$ cat config.mk
export PLATFORM = sky130hd
export DESIGN_NAME = instr_fetch_seq
export DESIGN_NICKNAME = d
export VERILOG_FILES = /design/src/rtl/instr_fetch_seq.sv
export SDC_FILE = /design/constraint.sdc
export NUM_CORES = 1
export LEC_CHECK = 0
export BUFFER_PORTS_ARGS = -buffer_cell sky130_fd_sc_hd__buf_2
export CELL_PAD_IN_SITES_DETAIL_PLACEMENT = 2
export CELL_PAD_IN_SITES_GLOBAL_PLACEMENT = 2
export CORE_UTILIZATION = 28
export DETAILED_ROUTE_END_ITERATION = 8
export PLACE_DENSITY = 0.74
export SLEW_MARGIN = 40
export SYNTH_ARGS = -nofsm -noshare
export SYNTH_HDL_FRONTEND = slang
export SYNTH_SLANG_ARGS = --single-unit
export TNS_END_PERCENT = 5
$ cat constraint.sdc
create_clock -name clk -period 1.35 [get_ports clk]
set_clock_uncertainty 0.05 [all_clocks]
set_input_delay 0.135 -clock clk [delete_from_list [all_inputs] [get_ports clk]]
set_output_delay 0.135 -clock clk [all_outputs]
set_load 0.01 [all_outputs]
$ cat src/rtl/instr_fetch_seq.sv
// Instruction fetch sequencer: issues four byte reads per instruction to a synchronous
// byte ROM, assembles them little-endian and hands the word to decode over valid/ready.
module instr_fetch_seq #(
    parameter int                  A_length = 12,
    parameter logic [A_length-1:0] RESET_PC = '0
) (
    input  logic                clk,
    input  logic                rst_n,
    input  logic                redirect_valid,
    input  logic [A_length-1:0] redirect_pc,
    output logic                mem_en,
    output logic [A_length-1:0] mem_addr,
    input  logic [7:0]          mem_rdata,
    output logic                instr_valid,
    input  logic                instr_ready,
    output logic [31:0]         instr,
    output logic [A_length-1:0] instr_pc
);

    typedef enum logic [1:0] {
        ISSUE,
        DRAIN,
        VALID
    } state_t;

    state_t              state;
    state_t              state_next;
    logic [A_length-1:0] pc;
    logic [A_length-1:0] pc_next;
    logic [1:0]          issue_cnt;
    logic [1:0]          issue_cnt_next;
    logic                rx_pend;
    logic [1:0]          rx_idx;
    logic [3:0][7:0]     lanes;
    logic                issuing;

    assign issuing = (state == ISSUE);

    // Gating with rst_n keeps the ROM idle for the whole reset window.
    assign mem_en   = issuing && rst_n;
    assign mem_addr = issuing ? {pc[A_length-1:2], issue_cnt} : pc;

    assign instr_valid = (state == VALID);
    assign instr       = lanes;
    assign instr_pc    = pc;

    always_ff @(posedge clk or negedge rst_n) begin
        if (!rst_n) begin
            state     <= ISSUE;
            pc        <= RESET_PC;
            issue_cnt <= 2'd0;
            rx_pend   <= 1'b0;
            rx_idx    <= 2'd0;
        end else begin
            state     <= state_next;
            pc        <= pc_next;
            issue_cnt <= issue_cnt_next;
            rx_pend   <= mem_en && !redirect_valid;
            rx_idx    <= issue_cnt;
        end
    end

    always_ff @(posedge clk or negedge rst_n) begin
        if (!rst_n) begin
            lanes <= '0;
        end else if (rx_pend) begin
            lanes[rx_idx] <= mem_rdata;
        end
    end

    // Redirect overrides the per-state decision, including a same-edge handshake.
    always_comb begin
        state_next     = state;
        pc_next        = pc;
        issue_cnt_next = issue_cnt;
        unique case (state)
            ISSUE: begin
                issue_cnt_next = issue_cnt + 2'd1;
                if (issue_cnt == 2'd3) begin
                    state_next = DRAIN;
                end
            end
            DRAIN: begin
                state_next = VALID;
            end
            VALID: begin
                if (instr_ready) begin
                    pc_next        = pc + A_length'(4);
                    issue_cnt_next = 2'd0;
                    state_next     = ISSUE;
                end
            end
            default: begin
                state_next = ISSUE;
            end
        endcase
        if (redirect_valid) begin
            pc_next        = {redirect_pc[A_length-1:2], 2'b00};
            issue_cnt_next = 2'd0;
            state_next     = ISSUE;
        end
    end

endmodule
; Word-level counts from Yosys, hierarchy flattened
; Cells that the tools add are included.
[op_classes]
n_reduce_logical = 11
add_sub_neg = 2
magnitude_cmp = 2
n_mux = 13
eq_ne = 5
[ops]
columns = operator, n
row1 = $mux W12, 3
row2 = $bwmux W32, 1
row3 = $demux W8 S2, 1
row4 = $add A12 B3 Y12 const B, 1
row5 = $mux W2, 5
row6 = $mux W8, 1
row7 = $ne A3 B2 Y1 const B, 2
row8 = $pmux W2 S3, 1
row9 = $reduce_and A2 Y1, 3
row10 = $eq A2 B2 Y1 const B, 2
row11 = $pmux W2 S2, 1
row12 = $reduce_bool A2 Y1, 2
row13 = $logic_and A1 B1 Y1, 3
row14 = $lt A2 B3 Y1 const B, 1
row15 = $reduce_bool A3 Y1, 1
row16 = $add A2 B1 Y2 const B, 1
row17 = $eq A2 B1 Y1 const B, 1
row18 = $ge A2 B1 Y1 const B, 1
row19 = $logic_not A2 Y1, 1
row20 = $logic_not A1 Y1, 1
[word_totals]
word_cells = 42
ff_bits = 51
out_inout_bits = 58

; Depth between registers and ports, before layout
; Gate-level depths: netlist (run 1).
[depth]
depth_word = 5
mapped_depth = 4
depth_no_buf = 4

; Worst setup path after synthesis (run 1)
; Ideal clock, no wire load.
[synth_path]
kind = register -> register
from = reg pc[2] (netlist: instr_pc[2])
to = reg pc[8] (netlist: instr_pc[8])
required_time_ps = 1218
synth_period_minus_slack_ps = 1461
setup_time_ps = 82
arrival_ps = 1329
setup_slack_ps = -111
stages_incl_launch_ff = 5
cell_sequence = dfrtp_1 -> ha_1 -> nand3_1 -> or4_1 -> a31oi_1
[synth_between]
elab_chain_len = 4
[synth_rtl]
columns = item, line
row1 = from (decl), 28  ; logic [A_length-1:0] pc;
row2 = from (signal assigned), 56  ; pc <= pc_next;
row3 = $add A12 B3 Y12, 88  ; pc_next = pc + A_length'(4);
row4 = $mux W12, 87  ; if (instr_ready) begin
row5 = $mux W12, 76  ; unique case (state)
row6 = $mux W12, 97  ; if (redirect_valid) begin
; Every way passes these cells. The select of a mux whose other input is x is not followed.
; A chain may end at the register's enable or synchronous reset.

; Final worst setup path (run 1)
[layout_path]
from = reg state[0]
to = reg pc[11] (netlist: instr_pc[11])
[layout_between]
elab_chain_len = 3
[layout_rtl]
columns = item, line
row1 = from (decl), 26  ; state_t state;
row2 = from (signal assigned), 55  ; state <= state_next;
row3 = $eq A2 B2 Y1, 76
row4 = $reduce_bool A2 Y1 (no source line), -
row5 = $reduce_and A2 Y1 (no source line), -
; Every way passes these cells.

==> impl_metrics.tcl, run 1 <==
set metrics [dict create \
    final.min_clock_period_ns 1.51 \
    antenna_left 0 \
    start_kind "flop" \
    yosysWarningCount 0 \
    slowest_delay_ns 0.50 \
    fp.dieW_um 90.1 \
    hold_viol_final 0 \
    total_power_mw 4.60 \
    route.detailed.drc 0 \
    fin_crit_sh_pct 112 \
    setup_viol 18 \
    synth_flop_cell "dfrtp_1" \
    antenna_found_initial 0 \
    drv_cap 0 \
    tightestPinTransition_ns 0.624 \
    ios 82 \
    violations "setup timing" \
    required_ns 1.52 \
    crit_chain "nand4b_4, or4_1, a31oi_1" \
    grt_pass1_vias 1967 \
    pwr_density_cell_nw_per_um2 1500 \
    synth-edff-count 0 \
    core_area_um2 7370 \
    drt_pass1_iterations 4 \
    grt_max_degree 48 \
    drt-initial-drc-count 13 \
    synth.yosys.seq_area_share_pct 56.4 \
    arrival_ns 1.67 \
    cts_tree "built" \
    crit_family "simple AND/OR/NAND/NOR gates" \
    wl_per_cell_um 17.0 \
    setup_ws_ns -0.158 \
    cts_buffers 5 \
    vias 1741 \
    hold_path_class "input port to flop" \
    synth_cell_types 32 \
    syn_to_final_growth_pct 41.3 \
    slew_viol_final 0 \
    syn_inst 170 \
    crit_fanout 4 \
    rrSetupSlack_ns -0.16 \
    cp_num_buf_inv 0 \
    p_leak_nw 1.46 \
    clock_tree.buffer_depth 2 \
    worstSetupPathType "flop to flop" \
    ir_drop_mv 0.493 \
    end_kind "flop" \
    rows 31 \
    die_height_um 90.1 \
    syn-mean-instance-area_um2 12.8 \
    dpl.cell_count 357 \
    dp.final_hpwl_um 4680 \
    ys_async_sr_fraction_pct 100 \
    layout.cells.non_filler 371 \
    clock.fmax_mhz 663 \
    clk_pin_slew_ns 0.10 \
    grt.total_usage_pct 16.1 \
    htreeDepth 2 \
    port_buffers 77 \
    relSlewSlack_pct 58.4 \
    start_util_pct 29.5 \
    fin_nets 297 \
    diodes 0 \
    grt_pass1_wl_um 10400 \
    timing.hold.ws_ns 0.00348 \
    tns_ns -1.17 \
    cpMaxStageDelayCell "or4_1" \
    finalWeightedCongestion 0.718 \
    fp.dieArea_um2 8120 \
    rsz0062_at_grt "true" \
    clock_latency_ns 0.30 \
    netlist_area_um2 2170 \
    clock_sinks 49 \
    viasPerCell 4.69 \
    grt.overflow.total 0 \
    drt-total-wl_um 6320 \
    status "finished, violations left" \
    ys_ff_latch 49 \
    final_layout_size_suffix_gt1_share_pct 61.8 \
    n_fill_cell 787 \
    root_buffer "clkbuf_8" \
]
==> layout make-up <==
class | instances | area, um^2 | share of cell area [%]
Clock inverter | 3 | 21.3 | 0.692
Sequential cell | 49 | 1240 | 40.2
Tap cell | 99 | 124 | 4.03
Timing Repair Buffer | 107 | 663 | 21.6
Clock buffer | 5 | 68.8 | 2.24
Inverter | 2 | 7.51 | 0.244
Multi-Input combinational cell | 106 | 951 | 31.0
==> per-layer routing <==
metal  vias up  track usage [%]  routed length [um]
li1        803                -                   -
met1       874             20.4                2700
met2        62             28.8                3330
met3         2             3.38                 269
met4         0             2.42                  19
met5         -                0                   0
==> Yosys cell counts (3+ instances only) <==
| library cell | number | area share [%] |
|---|---|---|
| nor2_1 | 8 | 1.4 |
| or4_1 | 6 | 2.1 |
| a21oi_1 | 3 | 0.69 |
| mux2_2 | 32 | 17 |
| o21ai_0 | 6 | 1.4 |
| o31ai_1 | 5 | 1.7 |
| a31oi_1 | 6 | 1.7 |
| dfrtp_1 | 49 | 56 |
| and2_1 | 3 | 0.86 |
| buf_4 | 13 | 4.5 |
| nand3_1 | 4 | 0.92 |
| nand2_1 | 8 | 1.4 |
==> flip-flops by register name, summed over array words and instances, names as in the netlist <==
signal     cells
issue_cnt      2
instr         32
rx_idx         2
rx_pend        1
instr_pc      10
state          2
==> placed cells by master (no fill, tap or decap), types with 2 or more instances in the layout <==
cell type and instances:
a21oi_1 3, nand2_1 7, dfrtp_1 41, buf_6 2
dlygate4sd3_1 2, mux2_4 8, dfrtp_2 8, and3_1 2
nor2_1 7, buf_2 76, o31ai_1 5, conb_1 2
o21ai_0 5, or4_1 3, or4_4 3, buf_4 24
clkbuf_8 5, a31oi_1 5, or3_1 2, inv_1 2
and2_1 3, nand3b_1 2, buf_12 3, mux2_2 24
nand3_1 4
==> path summary, 6_finish.rpt <==
| path | endpoint | cells past startpoint | startpoint |
|---|---|---|---|
| worst min register to register | rx_idx[1]$_DFF_PN0_ | 0 | issue_cnt[1]$_DFFE_PN0P_ |
| max in group asynchronous | rx_idx[1]$_DFF_PN0_ | 3 | rst_n |
| worst min-delay path | instr_pc[6]$_DFFE_PN0P_ | 3 | redirect_pc[6] |
| worst max register to register | instr_pc[11]$_DFFE_PN0P_ | 3 | state[0]$_DFFE_PN0P_ |
| min in group asynchronous | issue_cnt[0]$_DFFE_PN0P_ | 2 | rst_n |
| worst max-delay path | instr_pc[11]$_DFFE_PN0P_ | 3 | state[0]$_DFFE_PN0P_ |
==> power by group <==
group	internal [mW]	total, mW	switching [mW]
Combinational	0.815	1.53	0.715
Clock	0.369	0.879	0.510
Sequential	1.92	2.19	0.277
Total	3.10	4.60	1.50
==> kinds of logic (layout without fill, tap and decap cells) <==
family | after synthesis | in the layout | share of synthesized area, %
buf+inv | 17 | 117 | 5.18
xor+xnor | 2 | 2 | 0.806
simple gates | 45 | 46 | 13.4
compound gates | 21 | 21 | 5.87
fa+ha+maj | 2 | 2 | 1.15
mux | 33 | 33 | 17.0
other cells | 1 | 2 | 0.173
flops | 49 | 49 | 56.4
==> timing repair <==
item,in CTS,in global routing
pin swaps,2,5
resized for setup,13,11
buffers inserted,2,1
gates cloned,0,1
setup endpoints to repair,18,23
hold buffers,2,0
endpoints found under the hold margin,2,0
==> tightest hold or removal path: stages <==
cell,delay (ns)
buf_2,0.07
nand2_1,0.04
nand3_1,0.06
==> stage by stage <==
step | utilization, % | cell area [um^2] | setup slack, ns
after floorplan | - | 2210 | -0.0221
after global placement | 38.5 | 2840 | -0.0200
after detailed placement | 38.5 | 2840 | -0.103
after CTS | 40.9 | 3020 | -0.0901
after global routing | 41.7 | 3070 | -0.172
final | 41.7 | 3070 | -0.158
Note: power is estimated with default switching activity, not from simulation.
==> run 2, diff against run 1 <==
- ABC_AREA: unset -> 1
- CORE_UTILIZATION: 28 -> 25
- GPL_TIMING_DRIVEN: unset -> 0
==> run 2 against run 1 <==
The flow finishes with violations (hold timing, setup timing). Non-clock buffer count is 1 lower. Synthesized cell count increased by 56%. Combinational power increased by 32%. Via count is 22% higher. Clock power up 15%. Core utilization decreased by 7.0 points. Critical path depth up 1. Routed wire length rose by 8.7%. Register-to-register slack better by 0.16 ns. Maximum frequency rose by 9.2%.
==> impl_metrics.tcl, run 2 <==
set metrics [dict create \
    relSlewSlack_pct 56.3 \
    setup_viol 3 \
    syn_inst 265 \
    final.min_clock_period_ns 1.38 \
    layout.cells.non_filler 468 \
    hold_viol_final 49 \
    diodes 0 \
    synth-adder-area-share_pct 1.11 \
    antenna_found_initial 0 \
    htreeDepth 2 \
    syn_to_final_growth_pct 34.7 \
    grt.overflow.total 0 \
    finalWeightedCongestion 0.704 \
    synth_cell_types 26 \
    cpMaxStageDelayCell "dfrtp_1" \
    tightestPinTransition_ns 0.655 \
    grt.total_usage_pct 15.1 \
    final_common_cell "buf_2" \
    synth_largest_area_cell "dfrtp_1" \
    synth.yosys.seq_area_share_pct 54.6 \
    final_layout_size_suffix_gt1_share_pct 38.1 \
    largest_reg_flops 32 \
    slowest_delay_ns 0.43 \
    clock_latency_ns 0.29 \
    clock_sinks 49 \
    viasPerCell 4.53 \
    ys_top_cells_by_area "dfrtp_1, nand2_1, o21ai_0, nor2_1, inv_1" \
    ir_drop_mv 0.447 \
    timing.hold.ws_ns -0.190 \
    drt-total-wl_um 6870 \
    synth_top_area_share_pct 54.6 \
    cts_buffers 5 \
    syn-mean-instance-area_um2 8.48 \
    yosysWarningCount 0 \
    synthTopCellsByCount "nand2_1, dfrtp_1, o21ai_0, nor2_1, inv_1" \
    wl_per_cell_um 14.7 \
    antenna_left 0 \
    synth-edff-count 0 \
    port_buffers 77 \
    yosys.area_share.simple_pct 20.9 \
    synth_flop_cell "dfrtp_1" \
    clk_pin_slew_ns 0.09 \
    fin_nets 386 \
    status "finished, violations left" \
    fp.dieW_um 96.8 \
    clock_tree.buffer_depth 2 \
    grt_pass1_wl_um 11300 \
    ys_async_sr_fraction_pct 100 \
    pre_cts_ws_ns -0.187 \
    root_buffer "clkbuf_8" \
    slew_viol_final 0 \
    fp.dieArea_um2 9370 \
    netlist_area_um2 2250 \
    crit_chain "nor2_2, inv_2, nor2_1, buf_2" \
    rrSetupSlack_ns 0 \
    rsz0062_at_grt "true" \
    reg2reg_from "instr_pc[2]$_DFFE_PN0P_" \
    p_leak_nw 1.62 \
    violations "hold timing, setup timing" \
    muxShareOfSynthArea_pct 0 \
    core_area_um2 8720 \
    setup_ws_ns -0.0300 \
    n_fill_cell 1026 \
    fin_crit_sh_pct 102 \
    vias 2119 \
    rows 34 \
    cp_num_buf_inv 2 \
    worstSetupPathType "flop to primary output" \
    die_height_um 96.8 \
    layout_common_cells "buf_2, nand2_1, dfrtp_1" \
    drv_cap 0 \
    end_kind "primary output" \
    synth_top_family_by_area "simple AND/OR/NAND/NOR gates" \
    crit_family "flip-flops" \
    pwr_density_cell_nw_per_um2 1820 \
    hold_path_class "input port to async pin" \
    r2r_cells 8 \
    cts_tree "built" \
    route.detailed.drc 0 \
    yosysMostFrequentCell "nand2_1" \
    arrival_ns 1.20 \
    dp.final_hpwl_um 4950 \
    ios 82 \
    dpl.cell_count 451 \
    synthXorXnorAreaFrac_pct 0.390 \
    synth-compound-area-share_pct 11.9 \
    ys_ff_latch 49 \
    total_power_mw 5.49 \
    r2r-end "instr_pc[10]$_DFFE_PN0P_" \
    grt_max_degree 51 \
    clock.fmax_mhz 725 \
    drt-initial-drc-count 37 \
    crit_fanout 3 \
    utilization_pct 34.7 \
    start_util_pct 25.8 \
    start_kind "flop" \
    required_ns 1.16 \
    drt_pass1_iterations 4 \
    grt_pass1_vias 2316 \
]
run 2: changes by cell type after synthesis, moves of 8 or more:
| cell | change |
|---|---|
| inv_1 | +23 |
| mux2_2 | -32 |
| nand2_1 | +63 |
| nand3_1 | +8 |
| nor2_1 | +18 |
| o21ai_0 | +35 |
run 2: final cells by class:
| type | count | area, um^2 | area share, % |
|---|---|---|---|
| multi-input cells | 170 | 816 | 27.0 |
| well taps | 108 | 135 | 4.47 |
| inverters | 28 | 113 | 3.72 |
| plain buffers | 19 | 144 | 4.76 |
| repair buffers | 87 | 484 | 16.0 |
| clock buffers | 5 | 68.8 | 2.27 |
| flip-flops and latches | 49 | 1230 | 40.7 |
| clock inverters | 2 | 35.0 | 1.16 |
run 2: cell families (layout without fill, tap and decap cells):
kind of cell,count (synthesis),after routing
xor gates and xnor gates,1,1
buffers and inverters,47,141
DFF,49,49
adders and majority gates,2,2
other,1,2
AOI/OAI and AO/OA,49,49
and+or+nand+nor,116,116
run 2: where the power goes:
group          internal, mW  switching [mW]
combinational         0.885            1.14
sequential             2.04           0.413
clock                 0.539           0.475
total                  3.47            2.02
run 2: worst max path at each step:
stage	start	slack, ns	cells past startpoint	to
6_report	state[0]$_DFFE_PN0P_	-0.03	4	mem_addr[1]
5_1_grt	instr_pc[5]$_DFFE_PN0P_	-0.11	7	instr_pc[9]$_DFFE_PN0P_
4_1_cts	state[0]$_DFFE_PN0P_	-0.05	7	instr_pc[5]$_DFFE_PN0P_
3_5_place_dp	instr_pc[3]$_DFFE_PN0P_	-0.19	8	instr_pc[10]$_DFFE_PN0P_
3_3_place_gp	rst_n	-0.34	4	mem_en
2_1_floorplan	instr_pc[2]$_DFFE_PN0P_	0.03	8	instr_pc[10]$_DFFE_PN0P_
run 2: layer usage:
layer	vias up	track usage [%]	share of wire (%)
met4	0	3.90	1.5
met1	1033	18.2	42
li1	1009	-	-
met2	66	27.2	52
met3	11	2.96	4.5
met5	-	0	0
run 2: metrics by stage:
step / TNS, ns / instance area, um^2
after global routing: -1.75 / 3030
after CTS: -0.264 / 2930
after detailed placement: -0.788 / 2770
after global placement: -0.731 / 2770
final: -0.0673 / 3030
after floorplan: 0 / 2250
run 2: worst reg2reg max path, delay by kind of cell (launching register included):
family	cells	cell delay, ns
flops	1	0.42
fa+ha+maj	1	0.20
simple gates	7	0.57
run 2: timing repair:
item / 4_1_cts / 5_1_grt
endpoints found under the hold margin: 49 / 49
pin swaps: 1 / 3
endpoints found under the setup margin: 19 / 34
setup buffers: 4 / 5
cloned: 0 / 1
gates resized for setup: 10 / 12
